--- config.mk ---
export PLATFORM = sky130hd
export DESIGN_NAME = cpu_sequencer_flat
export DESIGN_NICKNAME = d
export VERILOG_FILES = /design/src/rtl/cpu_sequencer_if.sv /design/src/rtl/cpu_sequencer.sv /design/src/flat_wrapper.sv
export SDC_FILE = /design/constraint.sdc
export NUM_CORES = 1
export LEC_CHECK = 0
export ABC_AREA = 1
export CAP_MARGIN = 40
export CELL_PAD_IN_SITES_DETAIL_PLACEMENT = 0
export CELL_PAD_IN_SITES_GLOBAL_PLACEMENT = 1
export CORE_MARGIN = 3
export CORE_UTILIZATION = 37
export CTS_BUF_LIST = sky130_fd_sc_hd__clkbuf_4
export DETAILED_ROUTE_END_ITERATION = 10
export PLACE_DENSITY = 0.87
export SETUP_SLACK_MARGIN = 0.02
export SYNTH_ARGS = -nofsm -noshare
export SYNTH_HDL_FRONTEND = slang
export SYNTH_SLANG_ARGS = --single-unit
--- constraint.sdc ---
create_clock -name clk -period 1.2 [get_ports clk]
set_input_delay 0.18 -clock clk [delete_from_list [all_inputs] [get_ports clk]]
set_output_delay 0.18 -clock clk [all_outputs]
set_load 0.01 [all_outputs]
--- src/rtl/cpu_sequencer_if.sv ---
// Handshake bundle between the CPU v0.1 sequencer and the rest of the
// datapath: run/step control, the decode flags coming back from the
// control unit, the datapath strobes and the debug-display outputs.
interface cpu_sequencer_if #(
  parameter int CNT_W = 8
);
  logic             run;
  logic             step;
  logic             clr_halt;
  logic             dec_reg_write;
  logic             dec_halt;
  logic             ir_load;
  logic             ula_en;
  logic             rf_we;
  logic             pc_en;
  logic             busy;
  logic             halted;
  logic [2:0]       state;
  logic [CNT_W-1:0] instr_count;

  // Master side: whoever drives run/step and supplies the decode flags
  modport master (
    output run, step, clr_halt, dec_reg_write, dec_halt,
    input  ir_load, ula_en, rf_we, pc_en, busy, halted, state, instr_count
  );

  // Slave side: the sequencer itself
  modport slave (
    input  run, step, clr_halt, dec_reg_write, dec_halt,
    output ir_load, ula_en, rf_we, pc_en, busy, halted, state, instr_count
  );
endinterface

--- src/rtl/cpu_sequencer.sv ---
// Multicycle control sequencer for CPU v0.1.
// Walks each instruction through FETCH, DECODE, EXEC and WB, either one
// instruction per debounced step-key edge or back-to-back while run is
// high, with optional idle cycles between instructions in run mode.
// A halt instruction parks the sequencer in HALT until clr_halt.
// State and a retired-instruction count are exported for the debug displays.
module cpu_sequencer #(
  parameter int WAIT_CYCLES = 0,
  parameter int CNT_W       = 8
) (
  input logic            clk,
  input logic            rst,
  cpu_sequencer_if.slave bus
);

  typedef enum logic [2:0] {
    S_IDLE   = 3'd0,
    S_FETCH  = 3'd1,
    S_DECODE = 3'd2,
    S_EXEC   = 3'd3,
    S_WB     = 3'd4,
    S_WAIT   = 3'd5,
    S_HALT   = 3'd7
  } state_t;

  // WAIT is only ever entered when WAIT_CYCLES > 0, so the reload value is
  // guarded to keep the constant in range when the wait phase is disabled.
  localparam bit         HAS_WAIT  = (WAIT_CYCLES > 0);
  localparam logic [7:0] WAIT_LOAD = HAS_WAIT ? 8'(WAIT_CYCLES - 1) : 8'd0;

  state_t           r_state;
  logic             r_stepQ;
  logic             r_rwL;
  logic             r_hL;
  logic [7:0]       r_waitCnt;
  logic [CNT_W-1:0] r_count;
  logic             r_irLoad;
  logic             r_ulaEn;
  logic             r_rfWe;
  logic             r_pcEn;
  logic             r_busy;
  logic             r_halted;

  logic             w_stepRise;
  state_t           w_nextState;

  assign w_stepRise = bus.step & ~r_stepQ;

  // Next-state decision; the unused code 6 falls into the default and recovers to IDLE
  always_comb begin
    w_nextState = S_IDLE;
    case (r_state)
      S_IDLE:   w_nextState = (bus.run || w_stepRise) ? S_FETCH : S_IDLE;
      S_FETCH:  w_nextState = S_DECODE;
      S_DECODE: w_nextState = S_EXEC;
      S_EXEC:   w_nextState = S_WB;
      S_WB: begin
        if (r_hL)                      w_nextState = S_HALT;
        else if (bus.run && HAS_WAIT)  w_nextState = S_WAIT;
        else if (bus.run)              w_nextState = S_FETCH;
        else                           w_nextState = S_IDLE;
      end
      S_WAIT: begin
        if (!bus.run)                  w_nextState = S_IDLE;
        else if (r_waitCnt == 8'd0)    w_nextState = S_FETCH;
        else                           w_nextState = S_WAIT;
      end
      S_HALT:   w_nextState = bus.clr_halt ? S_IDLE : S_HALT;
      default:  w_nextState = S_IDLE;
    endcase
  end

  // Sequencer register bank: state, decode latches, wait counter, retire counter and strobes registered from the next state
  always_ff @(posedge clk or posedge rst) begin
    if (rst) begin
      r_state   <= S_IDLE;
      r_stepQ   <= 1'b0;
      r_rwL     <= 1'b0;
      r_hL      <= 1'b0;
      r_waitCnt <= 8'd0;
      r_count   <= '0;
      r_irLoad  <= 1'b0;
      r_ulaEn   <= 1'b0;
      r_rfWe    <= 1'b0;
      r_pcEn    <= 1'b0;
      r_busy    <= 1'b0;
      r_halted  <= 1'b0;
    end else begin
      r_stepQ <= bus.step;
      r_state <= w_nextState;

      if (r_state == S_DECODE) begin
        r_rwL <= bus.dec_reg_write;
        r_hL  <= bus.dec_halt;
      end

      if (w_nextState == S_WAIT) begin
        r_waitCnt <= (r_state == S_WAIT) ? r_waitCnt - 8'd1 : WAIT_LOAD;
      end

      if (r_state == S_WB) begin
        r_count <= r_count + CNT_W'(1);
      end

      r_irLoad <= (w_nextState == S_FETCH);
      r_ulaEn  <= (w_nextState == S_EXEC);
      r_rfWe   <= (w_nextState == S_WB) && r_rwL && !r_hL;
      r_pcEn   <= (w_nextState == S_WB) && !r_hL;
      r_busy   <= (w_nextState == S_FETCH) || (w_nextState == S_DECODE) ||
                  (w_nextState == S_EXEC)  || (w_nextState == S_WB)     ||
                  (w_nextState == S_WAIT);
      r_halted <= (w_nextState == S_HALT);
    end
  end

  assign bus.state       = r_state;
  assign bus.instr_count = r_count;
  assign bus.ir_load     = r_irLoad;
  assign bus.ula_en      = r_ulaEn;
  assign bus.rf_we       = r_rfWe;
  assign bus.pc_en       = r_pcEn;
  assign bus.busy        = r_busy;
  assign bus.halted      = r_halted;

endmodule

--- src/flat_wrapper.sv ---
// flat-port wrapper written by rule: the top's interface ports become plain ports
module cpu_sequencer_flat 
#(
  parameter int WAIT_CYCLES = 0,
  parameter int CNT_W       = 8
)
  (clk, rst, bus_run, bus_step, bus_clr_halt, bus_dec_reg_write, bus_dec_halt, bus_ir_load, bus_ula_en, bus_rf_we, bus_pc_en, bus_busy, bus_halted, bus_state, bus_instr_count);
  cpu_sequencer_if #(.CNT_W(CNT_W)) bus_i ();
  input logic clk;
  input logic rst;
  input wire logic [$bits(bus_i.run)-1:0] bus_run;
  input wire logic [$bits(bus_i.step)-1:0] bus_step;
  input wire logic [$bits(bus_i.clr_halt)-1:0] bus_clr_halt;
  input wire logic [$bits(bus_i.dec_reg_write)-1:0] bus_dec_reg_write;
  input wire logic [$bits(bus_i.dec_halt)-1:0] bus_dec_halt;
  output wire logic [$bits(bus_i.ir_load)-1:0] bus_ir_load;
  output wire logic [$bits(bus_i.ula_en)-1:0] bus_ula_en;
  output wire logic [$bits(bus_i.rf_we)-1:0] bus_rf_we;
  output wire logic [$bits(bus_i.pc_en)-1:0] bus_pc_en;
  output wire logic [$bits(bus_i.busy)-1:0] bus_busy;
  output wire logic [$bits(bus_i.halted)-1:0] bus_halted;
  output wire logic [$bits(bus_i.state)-1:0] bus_state;
  output wire logic [$bits(bus_i.instr_count)-1:0] bus_instr_count;
  assign bus_i.run = bus_run;
  assign bus_i.step = bus_step;
  assign bus_i.clr_halt = bus_clr_halt;
  assign bus_i.dec_reg_write = bus_dec_reg_write;
  assign bus_i.dec_halt = bus_dec_halt;
  assign bus_ir_load = bus_i.ir_load;
  assign bus_ula_en = bus_i.ula_en;
  assign bus_rf_we = bus_i.rf_we;
  assign bus_pc_en = bus_i.pc_en;
  assign bus_busy = bus_i.busy;
  assign bus_halted = bus_i.halted;
  assign bus_state = bus_i.state;
  assign bus_instr_count = bus_i.instr_count;
  cpu_sequencer #(.WAIT_CYCLES(WAIT_CYCLES), .CNT_W(CNT_W)) u_core (.clk(clk), .rst(rst), .bus(bus_i));
endmodule
### Word level (Yosys, flattened, before mapping)

Cells that the tools add are included.

| cells by class | value |
|---|---|
| bitwise operators | 2 |
| add/sub/neg operators | 2 |
| multiplexer cells | 8 |
| reduce and logical (&&, ||, !) cells | 11 |
| equality and inequality tests | 12 |

Operators with widths:

| operator | number |
|---|---|
| one-hot mux 3 bit (7 select lines) | 1 |
| == test 3 bit (second input constant) | 6 |
| == test 3 x 2 -> 1 bit (second input constant) | 4 |
| two-way mux 3 bit | 4 |
| adder 8 x 1 -> 8 bit (second input constant) | 1 |
| zero test 8 bit | 1 |
| two-way mux 8 bit | 1 |
| subtractor 8 x 1 -> 8 bit (second input constant) | 1 |
| == test 3 x 1 -> 1 bit (second input constant) | 2 |
| logical OR 1 bit | 5 |
| logical AND 1 bit | 3 |
| zero test 3 bit | 1 |
| two-way mux 1 bit | 2 |
| AND 1 bit | 1 |
| zero test 1 bit | 1 |
| NOT 1 bit | 1 |

| word-level totals | value |
|---|---|
| input bits | 7 |
| output and inout bits | 17 |
| bits in registers | 28 |
| logic and storage cells | 47 |

### Logic depth before layout (Yosys ltp)

| depth | value |
|---|---|
| depth after elaboration | 10 |
| gate-level depth with buffers | 9 |
| depth with buffers taken out | 9 |

### Worst setup path after synthesis

OpenSTA, ideal clock, no wires.

| timing | value |
|---|---|
| path kind | register -> register |
| start | register u_core.r_state[0], in the netlist u_core.bus.state[0] |
| end | register u_core.r_count[7], in the netlist u_core.bus.instr_count[7] |
| required time | 1.077 ns |
| path slack | -0.093 ns |
| clock period less this slack | 1.293 ns |
| buffers on the path | 0 |
| stages on the path, launching flop included | 6 |
| setup time | 0.123 ns |
| arrival time | 1.170 ns |
| cell sequence | dfrtp_1 > nor2_2 > nand2_2 > nor3_2 > nand3_1 > xor2_1 |

| between the ends | value |
|---|---|
| longest elaborated chain between the ends | 1 |

RTL lines:

| what | line | source |
|---|---|---|
| from (decl) | cpu_sequencer.sv:31 | `state_t r_state;` |
| from (signal assigned) | cpu_sequencer.sv:90 | `r_state <= w_nextState;` |
| == test 3 bit | cpu_sequencer.sv:101 | `if (r_state == S_WB) begin` |
| to (signal assigned) | cpu_sequencer.sv:102 | `r_count <= r_count + CNT_W'(1);` |
| to (decl) | cpu_sequencer.sv:36 | `logic [CNT_W-1:0] r_count;` |

Every way passes these cells.
A chain may end at the register's enable or synchronous reset.

### Worst setup path after layout

| timing | value |
|---|---|
| start | register u_core.r_state[1], in the netlist u_core.bus.state[1] |
| end | register u_core.r_count[7], in the netlist u_core.bus.instr_count[7] |

Same word-level chain as after synthesis.

==> impl_metrics.yaml <==
routing:
  vias: 1128
  wl_per_cell_um: 12.0
  wirelength_um: 3020
  antenna_left: 0
  drtIter0Drc: 46
  post-route-drc-count: 0
  drtPass1Iterations: 2
  viasPerCell: 4.48
die:
  core-area_sq_um: 3420
  ioPinCount: 24
  start_util: 0.392
  die_area_sq_um: 4380
  rows: 21
  dieWidth_um: 66.2
  dieHeight_um: 66.2
global_routing:
  grt_overflow: 0
  antenna_found_initial: 0
  grt_pass1_wl_um: 5130
  met3_usage: 0.0221
  grt_use_met2: 0.264
  grt.busiest_layer: "met2"
  grt_max_degree: 29
  grt_pass1_vias: 1176
  globalRouteTotalUtil: 0.151
  grt_use_met1: 0.186
timing:
  final.setup.tns_ns: -1.68
  layout_min_cycle_time_ns: 1.35
  timing.final.crit_share: 1.12
  final-hold-violation-count: 0
  slew_headroom: 0.814
  finalSetupViolCount: 21
  fmax_ghz: 0.742
  finClkSkew_ns: 0.00447
  setup_slack_ns: -0.148
  worst_pin_slew_ns: 0.278
  drv_slew: 0
  grt_setup_unrepaired: "true"
placement:
  place_area_sq_um: 1850
  place.gp.congestion: 0.837
  hpwl_um: 1990
  place_ws_ns: -0.193
  dp.cells: 232
  io_buffers: 23
logic_synthesis:
  synth_common_cells: "dfrtp_1, nand2_1, inv_1, nor2_1, nand3_1"
  netlist_area_sq_um: 1340
  synth-seq-area-share: 0.523
  ys_async_sr_fraction: 1.00
  synth_top_area_share: 0.523
  synth_seq_cells: 28
  yosys_warnings: 0
  synth_top_area_cell: "dfrtp_1"
  syn_inst: 141
  ys.flop_type: "dfrtp_1"
  avgSynthCellArea_sq_um: 9.49
  syn_nets: 150
  synth_edf_count: 0
  synth_most_common_cell: "dfrtp_1"
  synth_cell_types: 24
  ys_top_cells_by_area: "dfrtp_1, nand2_1, inv_1"
run_status:
  status: "finished, violations left"
  failed_checks: "setup timing"
clock_tree:
  cts_tree: "built"
  ctsHoldBuffers: 0
  cts.sinks: 28
  cts-root-buf: "clkbuf_4"
  clk_latency_ns: 0.32
  clk_pin_slew_ns: 0.15
  cts_made_buffers: 3
  htreeDepth: 1
  clockBufferDepth: 2
run:
  maxCapViolations: 0
worst_setup_path:
  crit_arrival_ns: 1.58
  crit_type: "reg -> reg"
  cp-start-kind: "flop"
  cp.required_ns: 1.43
  cp-end-kind: "flop"
  startpoint: "u_core.bus.state[1]"
  worstPathMaxFanout: 4
  r2r_slack_ns: -0.15
  worstReg2RegStart: "u_core.bus.state[1]"
power_and_ir_drop:
  peakVddDrop_mv: 1.20
  powerDensity_nw_per_um2: 2120
  p_leak_nw: 1.06
layout:
  nets: 216
  diodes: 0
  final_area_sq_um: 2050
  area_growth_pct: 53.5
  layoutNonFillerInstCount: 252
  drive_gt1_frac: 0.466
  n_fill_cell: 283
min_path:
  hold_class: "in -> async"
placed cells by master (no fill, tap or decap), types with 3 or more instances in the layout:
| cell | Yosys | layout |
|---|---|---|
| buf_4 | 0 | 26 |
| buf_6 | 0 | 12 |
| clkbuf_2 | 0 | 10 |
| clkbuf_4 | 0 | 3 |
| clkdlybuf4s50_1 | 0 | 6 |
| dfrtp_1 | 28 | 25 |
| dfrtp_2 | 0 | 3 |
| inv_1 | 21 | 17 |
| inv_2 | 1 | 4 |
| nand2_1 | 24 | 20 |
| nand2_2 | 2 | 4 |
| nand2_4 | 2 | 4 |
| nand3_1 | 11 | 8 |
| nand3_2 | 0 | 3 |
| nand4_1 | 3 | 3 |
| nor2_1 | 16 | 10 |
| nor2_2 | 5 | 6 |
| nor2_4 | 1 | 7 |
| xnor2_1 | 4 | 4 |
| xor2_1 | 7 | 7 |
layer usage:
metal | part of all wire | vias to the layer above | wire [um]
met5 | 0 | - | 0
met4 | 0.020 | 0 | 59
met3 | 0.039 | 6 | 119
met2 | 0.54 | 19 | 1620
met1 | 0.40 | 529 | 1220
li1 | - | 574 | -
cell type report:
cell class              instances  area (sq um)  area share
well taps                      46          57.6      0.0280
repair buffers                 60           510       0.248
clock buffers                   3          22.5      0.0110
multi-input cells              92           671       0.326
clock inverters                 1          3.75     0.00183
flip-flops and latches         28           704       0.343
inverters                      22          85.1      0.0414
critical path, cell delays in order (launching register included):
cell and delay, ns:
dfrtp_2 0.44, buf_6 0.13, nor2_4 0.17, nand2_4 0.09, nor3_4 0.16, nand3_1 0.11, xor2_1 0.15
kinds of logic (layout without fill, tap and decap cells):
kind of cell               after synthesis  count (layout)  synth area share
xor gates and xnor gates                11              11            0.0720
muxes                                    1               1           0.00841
and+or+nand+nor                         73              74             0.301
AOI/OAI and AO/OA                        4               4            0.0149
DFF                                     28              28             0.523
adders and majority gates                2               2            0.0187
buffers and inverters                   22              86            0.0617
report_power, final:
part,total [mW],internal (mW),leakage [nW],switching [mW]
logic,2.54,1.31,0.701,1.23
registers,1.41,1.23,0.348,0.178
clock network,0.398,0.122,0.0154,0.276
worst paths after layout:
| kind | to | cells past startpoint |
|---|---|---|
| hold reg to reg | u_core.bus.rf_we | 2 |
| setup reg to reg | u_core.bus.instr_count[7] | 6 |
| hold / removal | u_core.bus.instr_count[7] | 3 |
| max in group asynchronous | u_core.bus.state[2] | 3 |
| min in group clk | u_core.r_stepQ | 1 |
| setup / recovery | u_core.bus.instr_count[7] | 6 |
stage by stage:
| step | utilization | power [mW] | hold slack, ns |
|---|---|---|---|
| floorplan | - | 2.46 | 0.211 |
| finish | 0.601 | 4.35 | 0.173 |
| CTS | 0.610 | 4.28 | 0.181 |
| global route | 0.601 | 4.69 | 0.171 |
| global placement | 0.541 | 3.39 | 0.479 |
| detailed placement | 0.541 | 3.45 | 0.491 |
state kept, by name (all words and copies together) (netlist names):
| signal | flops |
|---|---|
| u_core.bus.pc_en | 1 |
| u_core.r_hL | 1 |
| u_core.bus.ir_load | 1 |
| u_core.bus.state | 3 |
| u_core.bus.halted | 1 |
| u_core.bus.ula_en | 1 |
| u_core.bus.busy | 1 |
| u_core.bus.rf_we | 1 |
| u_core.r_waitCnt | 8 |
| u_core.r_rwL | 1 |
| u_core.r_stepQ | 1 |
| u_core.bus.instr_count | 8 |
what timing repair did:
item | 4_1_cts | 5_1_grt
setup buffers | 15 | 2
gates cloned | 1 | 0
endpoints found under the setup margin | 35 | 41
gates resized for setup | 63 | 23
pin swaps | 15 | 5
Power figures use the tool's default switching activity.
